[config.mk]
export PLATFORM = sky130hd
export DESIGN_NAME = w10_output_classifier
export DESIGN_NICKNAME = d
export VERILOG_FILES = /design/src/rtl/w10_output_classifier.sv
export SDC_FILE = /design/constraint.sdc
export NUM_CORES = 1
export LEC_CHECK = 0
export BUFFER_PORTS_ARGS = -buffer_cell sky130_fd_sc_hd__buf_2
export CELL_PAD_IN_SITES_DETAIL_PLACEMENT = 1
export CELL_PAD_IN_SITES_GLOBAL_PLACEMENT = 1
export CORE_AREA = 2 2 199 201
export DETAILED_ROUTE_END_ITERATION = 6
export DIE_AREA = 0 0 201 203
export GPL_TIMING_DRIVEN = 0
export PLACE_DENSITY_LB_ADDON = 0.1
export SYNTH_ARGS = -nofsm -noshare
export SYNTH_HDL_FRONTEND = slang
export SYNTH_SLANG_ARGS = --single-unit
[constraint.sdc]
create_clock -name clk -period 8.87 [get_ports clk]
set_input_delay 0.887 -clock clk [delete_from_list [all_inputs] [get_ports clk]]
set_output_delay 0.887 -clock clk [all_outputs]
set_load 0.1 [all_outputs]
[src/rtl/w10_output_classifier.sv]
// w10_output_classifier: ELM output-layer sequencer, per-class MAC scoring and running argmax
module w10_output_classifier #(
   parameter int N_HID   = 40,
   parameter int N_CLS   = 10,
   parameter int DW      = 16,
   parameter int WW      = 16,
   parameter int AW      = 40,
   parameter int MUL_LAT = 2
) (
   input  logic                 clk,
   input  logic                 rst_n,
   input  logic                 start,
   input  logic [5:0]           W10loop,
   output logic                 W10loop_rst,
   output logic                 adv,
   output logic [5:0]           hid_addr,
   output logic [9:0]           w_addr,
   input  logic signed [DW-1:0] hid_data,
   input  logic signed [WW-1:0] w_data,
   output logic                 busy,
   output logic                 done,
   output logic [3:0]           digit,
   output logic signed [AW-1:0] max_score
);
   localparam int PW = DW + WW;
   typedef enum logic [2:0] {IDLE, CLR, RUN, DRAIN, CMP, DONE} state_t;
   state_t state;
   logic [3:0] cls;
   logic [MUL_LAT:0] vld;
   logic signed [DW-1:0] hid_q;
   logic signed [WW-1:0] w_q;
   logic signed [PW-1:0] prod_c, prod;
   logic signed [AW-1:0] acc;
   assign W10loop_rst = state == IDLE || state == CLR;
   assign adv = state == RUN && W10loop < 6'(N_HID);
   assign hid_addr = W10loop - 6'd1;
   assign w_addr = 10'(cls) * 10'(N_HID) + 10'(W10loop) - 10'd1;
   assign prod_c = hid_q * w_q;
   if (MUL_LAT == 1) begin : g_nopipe
      assign prod = prod_c;
   end else begin : g_pipe
      logic signed [PW-1:0] pr [MUL_LAT-1];
      // product register chain between the data stage and the accumulator
      always_ff @(posedge clk or negedge rst_n) begin
         if (!rst_n) begin
            for (int i = 0; i < MUL_LAT-1; i++) pr[i] <= '0;
         end else begin
            pr[0] <= prod_c;
            for (int i = 1; i < MUL_LAT-1; i++) pr[i] <= pr[i-1];
         end
      end
      assign prod = pr[MUL_LAT-2];
   end
   // vld[0] marks the cycle the RAM/ROM data is valid; data stage captures operands
   always_ff @(posedge clk or negedge rst_n) begin
      if (!rst_n) begin
         vld <= '0;
         hid_q <= '0;
         w_q <= '0;
      end else begin
         vld <= {vld[MUL_LAT-1:0], state == RUN};
         hid_q <= hid_data;
         w_q <= w_data;
      end
   end
   // sequencer, accumulator and argmax; DRAIN ends when only the final product remains in flight
   always_ff @(posedge clk or negedge rst_n) begin
      if (!rst_n) begin
         state <= IDLE;
         cls <= '0;
         acc <= '0;
         busy <= 1'b0;
         done <= 1'b0;
         digit <= '0;
         max_score <= '0;
      end else begin
         done <= 1'b0;
         if (vld[MUL_LAT]) acc <= acc + {{(AW-PW){prod[PW-1]}}, prod};
         case (state)
            IDLE: if (start) begin
               state <= CLR;
               cls <= '0;
               busy <= 1'b1;
            end
            CLR: begin
               acc <= '0;
               state <= RUN;
            end
            RUN: if (W10loop >= 6'(N_HID)) state <= DRAIN;
            DRAIN: if (vld == {1'b1, {MUL_LAT{1'b0}}}) state <= CMP;
            CMP: begin
               if (cls == 4'd0 || acc > max_score) begin
                  max_score <= acc;
                  digit <= cls;
               end
               if (cls == 4'(N_CLS-1)) state <= DONE;
               else begin
                  cls <= cls + 4'd1;
                  state <= CLR;
               end
            end
            DONE: begin
               done <= 1'b1;
               busy <= 1'b0;
               state <= IDLE;
            end
            default: state <= IDLE;
         endcase
      end
   end
endmodule

---- Word level (Yosys, flattened, before mapping) ----
Index checks and enable logic that the tools add are counted.
word-level totals
  flip-flop bits (word level) ............. 160
  input port bits ......................... 41
operators by class
  add/sub/neg operators ................... 5
  multipliers ............................. 2
  $lt $le $gt $ge ......................... 3
  equality and inequality tests ........... 11
  muxes and demuxes ....................... 13
  reduce and logical (&&, ||, !) cells .... 12
operators with widths
  operator               number
  $mux 40                2
  $add 40x40->40         1
  $gt 40x40->1           1
  $mul 16x16->32         1
  $pmux 3 s5             1
  $mux 3                 4
  $add 10x6->10          1
  $sub 10x1->10 const B  1
  $eq 3x3->1 const B     3
  $mux 4                 2
  $pmux 4 s2             1
  $mul 4x3->7 const B    1
  $eq 3x2->1 const B     2
  $ge 6x6->1 const B     1
  $lt 6x6->1 const B     1
  $ne 2x2->1 const B     3
  $reduce_and 3->1       2
  $reduce_bool 2->1      3
  $sub 6x1->6 const B    1
  $add 4x1->4 const B    1
  $eq 4x4->1 const B     1
  $logic_not 4->1        1
  $reduce_and 2->1       2
  $eq 3x1->1 const B     1
  other kinds (6)        8

---- Logic depth before layout (Yosys ltp) ----
  depth after elaboration ................. 3
  depth in mapped cells ................... 25
  depth with buffers taken out ............ 24

---- Least setup slack after synthesis ----
No wires, ideal clock.
  path kind ............................... reg-to-reg
  start ................................... register w_q[7]
  end ..................................... register g_pipe.pr[31] in the netlist's numbering
  library setup time ...................... 0.125 ns
  arrival time ............................ 6.215 ns
  required time ........................... 8.745 ns
  path slack .............................. 2.530 ns
  cell stages (with the launch flop) ...... 25
  buffers on the path ..................... 1
  clock period less this slack ............ 6.340 ns
  cell sequence ........................... dfrtp_1 > clkbuf_1 > nand2_1 > fa_1 > inv_1 > fa_1 > inv_1 > fa_1 > inv_1 > fa_1 > fa_1 > inv_1 > fa_1 > inv_1 > ha_1 > a21o_1 > a31o_2 > a221o_1 > o211a_1 > o21a_1 > o21ai_0 > a21oi_1 > a21oi_1 > o21ai_0 > xnor2_1
between the ends
  longest elaborated chain between the ends .. 1
ends and longest elaborated chain
  item                      RTL line  text
  start: declaration        31        logic signed [WW-1:0] w_q;
  start signal: assignment  63        w_q <= w_data;
  $mul 16x16->32            38        assign prod_c = hid_q * w_q;
  net prod_c[31]            32        logic signed [PW-1:0] prod_c, prod;
  end: declaration          42        logic signed [PW-1:0] pr [MUL_LAT-1];
The timed path passes the listed nets, and every way through them passes these cells.
A chain may end at the register's enable or synchronous reset.

---- Worst setup path in the final report ----
  start ................................... register hid_q[7]
  end ..................................... register g_pipe.pr[30] in the netlist's numbering
between the ends
  longest elaborated chain between the ends .. 1
ends and longest elaborated chain
  item                      RTL line  text
  start: declaration        30        logic signed [DW-1:0] hid_q;
  start signal: assignment  62        hid_q <= hid_data;
  $mul 16x16->32            38
  net prod_c[30]            32
The timed path passes the listed nets, and every way through them passes these cells.

==> flow_summary.json <==
{
  "drt_iter0_markers": 593,
  "final_cell_area_mm2": 0.0208,
  "startpoint_to_endpoint_class_of_the_critical_path": "reg2reg",
  "maximum_number_of_pins_on_one_net_before_global_route_repair": 88,
  "post_drt_wl_per_cell_um": 18.5,
  "clock.fmax_mhz": 135,
  "ys_dominant_reg_cell": "sky130_fd_sc_hd__dfrtp_1",
  "numClockSinks": 160,
  "distinct_cell_type_count_of_the_synthesized_netlist": 64,
  "grt_antenna_before_repair": 0,
  "synth_fp_nets": 2450,
  "routed_via_density": 5.27,
  "via_count_of_the_first_global_routing_pass": 15400,
  "netlist_instances": 1961,
  "cts_hold_buffers": 0,
  "ys_seq_area_share_pct": 21.0,
  "design.core.area_mm2": 0.0385,
  "ys_ff_latch": 160,
  "critical_path.endpoint_type": "flip-flop",
  "finalMaxSlewViolations": 0,
  "post_cts_resize_count": 0,
  "crit_path_start_kind": "flip-flop",
  "synth_top_cell_area_share_pct": 27.9,
  "wire_length_of_the_first_global_routing_pass_mm": 80.6,
  "tritoncts.num_buffers": 17,
  "start_util_pct": 49.5,
  "chipWidth_um": 201,
  "setup_repair_after_global_routing_missed_its_margin": "false",
  "crit_path_max_incr_delay_ns": 0.59,
  "synth_area_per_cell_um2": 9.71,
  "crit_path_max_fanout": 10,
  "detailroute.via_count": 13800,
  "detailed_place.area_mm2": 0.0203,
  "max_slew.worst_pin.slew_ns": 0.780,
  "worstHoldPathType": "in2async",
  "run_status": "finished clean",
  "cp.arrival_ns": 7.76,
  "most_common_cell_after_layout_fill_and_taps_aside": "sky130_fd_sc_hd__inv_1",
  "worst-endpoint-required_ns": 9.21,
  "finalCritPeriodShare_pct": 83.6,
  "antenna_cells": 0,
  "worst-path-buf-inv": 7,
  "setup_viol_count_final": 0,
  "routabilityCongestion": 0.916,
  "gr-usage-all-layers_pct": 25.3,
  "fin_nets": 2574,
  "clock-skew-final_ns": 0.0113,
  "synth_area_leader_cell": "sky130_fd_sc_hd__fa_1",
  "cts.repair_timing.setup_buffer_count": 0,
  "synth_area_leaders": "sky130_fd_sc_hd__fa_1, sky130_fd_sc_hd__dfrtp_1, sky130_fd_sc_hd__ha_1",
  "drtPass1Iterations": 5,
  "cts_root_buffer": "sky130_fd_sc_hd__clkbuf_16",
  "detail-route-antenna-nets": 0,
  "synth_edf_count": 0,
  "setup-tns-final_ns": 0,
  "clock_tree_from_tritoncts": "built",
  "maxSlewHeadroom_pct": 48.0,
  "post-route-drc-count": 0,
  "grt.overflow.total": 0,
  "critical-path-slowest-cell": "sky130_fd_sc_hd__dfrtp_1",
  "drt_wl_total_mm": 48.5,
  "port-buffer-count": 104,
  "flow.area_growth_from_synthesis_pct": 9.25,
  "synthesis.area_mm2": 0.0190,
  "clock_tree.buffer_depth": 2,
  "design.portCount": 105,
  "timing.final.hold_violations": 0,
  "layout-drive-gt1-share_pct": 9.29,
  "fp.dieArea_mm2": 0.0408,
  "leading_cell_types_in_the_layout_fill_and_taps_excluded": "sky130_fd_sc_hd__inv_1, sky130_fd_sc_hd__fa_1, sky130_fd_sc_hd__ha_1, sky130_fd_sc_hd__nand2_1, sky130_fd_sc_hd__dfrtp_1",
  "cts.clk_slew.worst_paths_ns": 0.07,
  "htreeDepth": 4,
  "critical_path.cell_chain": "clkbuf_1, nand2_1, fa_1, inv_1, fa_1, inv_1, fa_1, inv_1, fa_1, fa_1, inv_1, fa_1, inv_1, ha_1, nand3_1, inv_1, a221o_1, a31o_2, a211oi_1, nor3_1, a21o_1, and2_1, o21a_1, o311ai_0",
  "half_perimeter_wire_length_after_detailed_placement_mm": 40.8,
  "chipHeight_um": 203,
  "ys_warn_count": 0,
  "max_cap_viol_count": 0,
  "worstSkewPairLatency_ns": 0.48,
  "post-route-min-period_ns": 7.41,
  "std_cell_rows": 72,
  "fraction_of_registers_with_async_set_reset_pct": 100,
  "worst_path_top_cell_family_by_delay": "adder cells"
}
[cell families after synthesis]
family          count (synthesis)  synth area share (%)
simple gates                  496                  13.0
buf+inv                       448                  9.03
mux                            74                  4.96
xor+xnor                       72                  3.31
flops                         160                  21.0
fa+ha+maj                     448                  39.9
compound gates                263                  8.86
[layer usage]
metal,share of wire [%],global-route usage (%),up-vias
met5,0,0,-
met4,3.0,9.55,0
met3,3.5,3.77,71
met2,50,44.9,238
met1,44,31.3,7033
li1,-,-,6451
[area by class of cell]
type | instances | area, um2
fillers | 4402 | 17700
multi-input cells | 1353 | 13300
flip-flops and latches | 160 | 4000
inverters | 394 | 1480
well taps | 518 | 648
repair buffers | 105 | 558
clock buffers | 18 | 429
plain buffers | 54 | 240
clock inverters | 14 | 126
[per-stage QoR]
stage	instances	setup slack [ns]	util [%]	hold WS, ns
3_3_place_gp	2583	1.66	52.6	0.359
5_1_grt	2616	1.05	54.1	0.394
2_1_floorplan	1961	2.53	-	0.355
6_report	2616	1.46	54.1	0.365
4_1_cts	2616	1.50	54.1	0.375
3_5_place_dp	2584	1.54	52.7	0.372
[state kept, by name, summed over array words and instances (netlist names)]
name	cells
done	1
w_q	16
max_score	40
hid_q	16
g_pipe.pr	32
state	3
busy	1
vld	3
acc	40
digit	4
cls	4
[synthesized netlist by cell type, types with 3 or more instances]
cell type	number
sky130_fd_sc_hd__a211o_1	5
sky130_fd_sc_hd__a211oi_1	16
sky130_fd_sc_hd__a21o_1	32
sky130_fd_sc_hd__a21oi_1	78
sky130_fd_sc_hd__a221o_1	3
sky130_fd_sc_hd__a22o_1	3
sky130_fd_sc_hd__a311oi_1	5
sky130_fd_sc_hd__a31oi_1	9
sky130_fd_sc_hd__and2_1	133
sky130_fd_sc_hd__and3_1	11
sky130_fd_sc_hd__buf_1	4
sky130_fd_sc_hd__buf_6	4
sky130_fd_sc_hd__clkbuf_1	44
sky130_fd_sc_hd__dfrtp_1	160
sky130_fd_sc_hd__fa_1	265
sky130_fd_sc_hd__ha_1	183
sky130_fd_sc_hd__inv_1	394
sky130_fd_sc_hd__mux2_2	7
sky130_fd_sc_hd__mux2_4	39
sky130_fd_sc_hd__mux2i_1	28
sky130_fd_sc_hd__nand2_1	163
sky130_fd_sc_hd__nand2b_1	18
sky130_fd_sc_hd__nand3_1	18
sky130_fd_sc_hd__nand3b_1	4
sky130_fd_sc_hd__nand4_1	10
sky130_fd_sc_hd__nor2_1	85
sky130_fd_sc_hd__nor2b_1	17
sky130_fd_sc_hd__nor3_1	18
sky130_fd_sc_hd__nor3b_1	4
sky130_fd_sc_hd__o211ai_1	4
sky130_fd_sc_hd__o21a_1	12
sky130_fd_sc_hd__o21ai_0	59
sky130_fd_sc_hd__o21bai_1	9
sky130_fd_sc_hd__o22ai_1	3
sky130_fd_sc_hd__o31ai_1	3
sky130_fd_sc_hd__or3_1	5
sky130_fd_sc_hd__xnor2_1	51
sky130_fd_sc_hd__xor2_1	21
[path summary, 6_finish.rpt]
| path | cells past startpoint | end | from | slack, ns |
|---|---|---|---|---|
| setup / recovery | 24 | g_pipe.pr[30] | hid_q[7] | 1.46 |
| min in group clk | 0 | vld[1] | vld[0] | 0.39 |
| hold / removal | 1 | max_score[0] | rst_n | 0.37 |
| setup reg to reg | 24 | g_pipe.pr[30] | hid_q[7] | 1.46 |
| max in group asynchronous | 2 | g_pipe.pr[20] | rst_n | 7.63 |
| hold reg to reg | 0 | vld[1] | vld[0] | 0.39 |
Power is left out: the tool's default activity adds up to more than one toggle a clock period on the data nets, which glitch-free logic cannot reach.
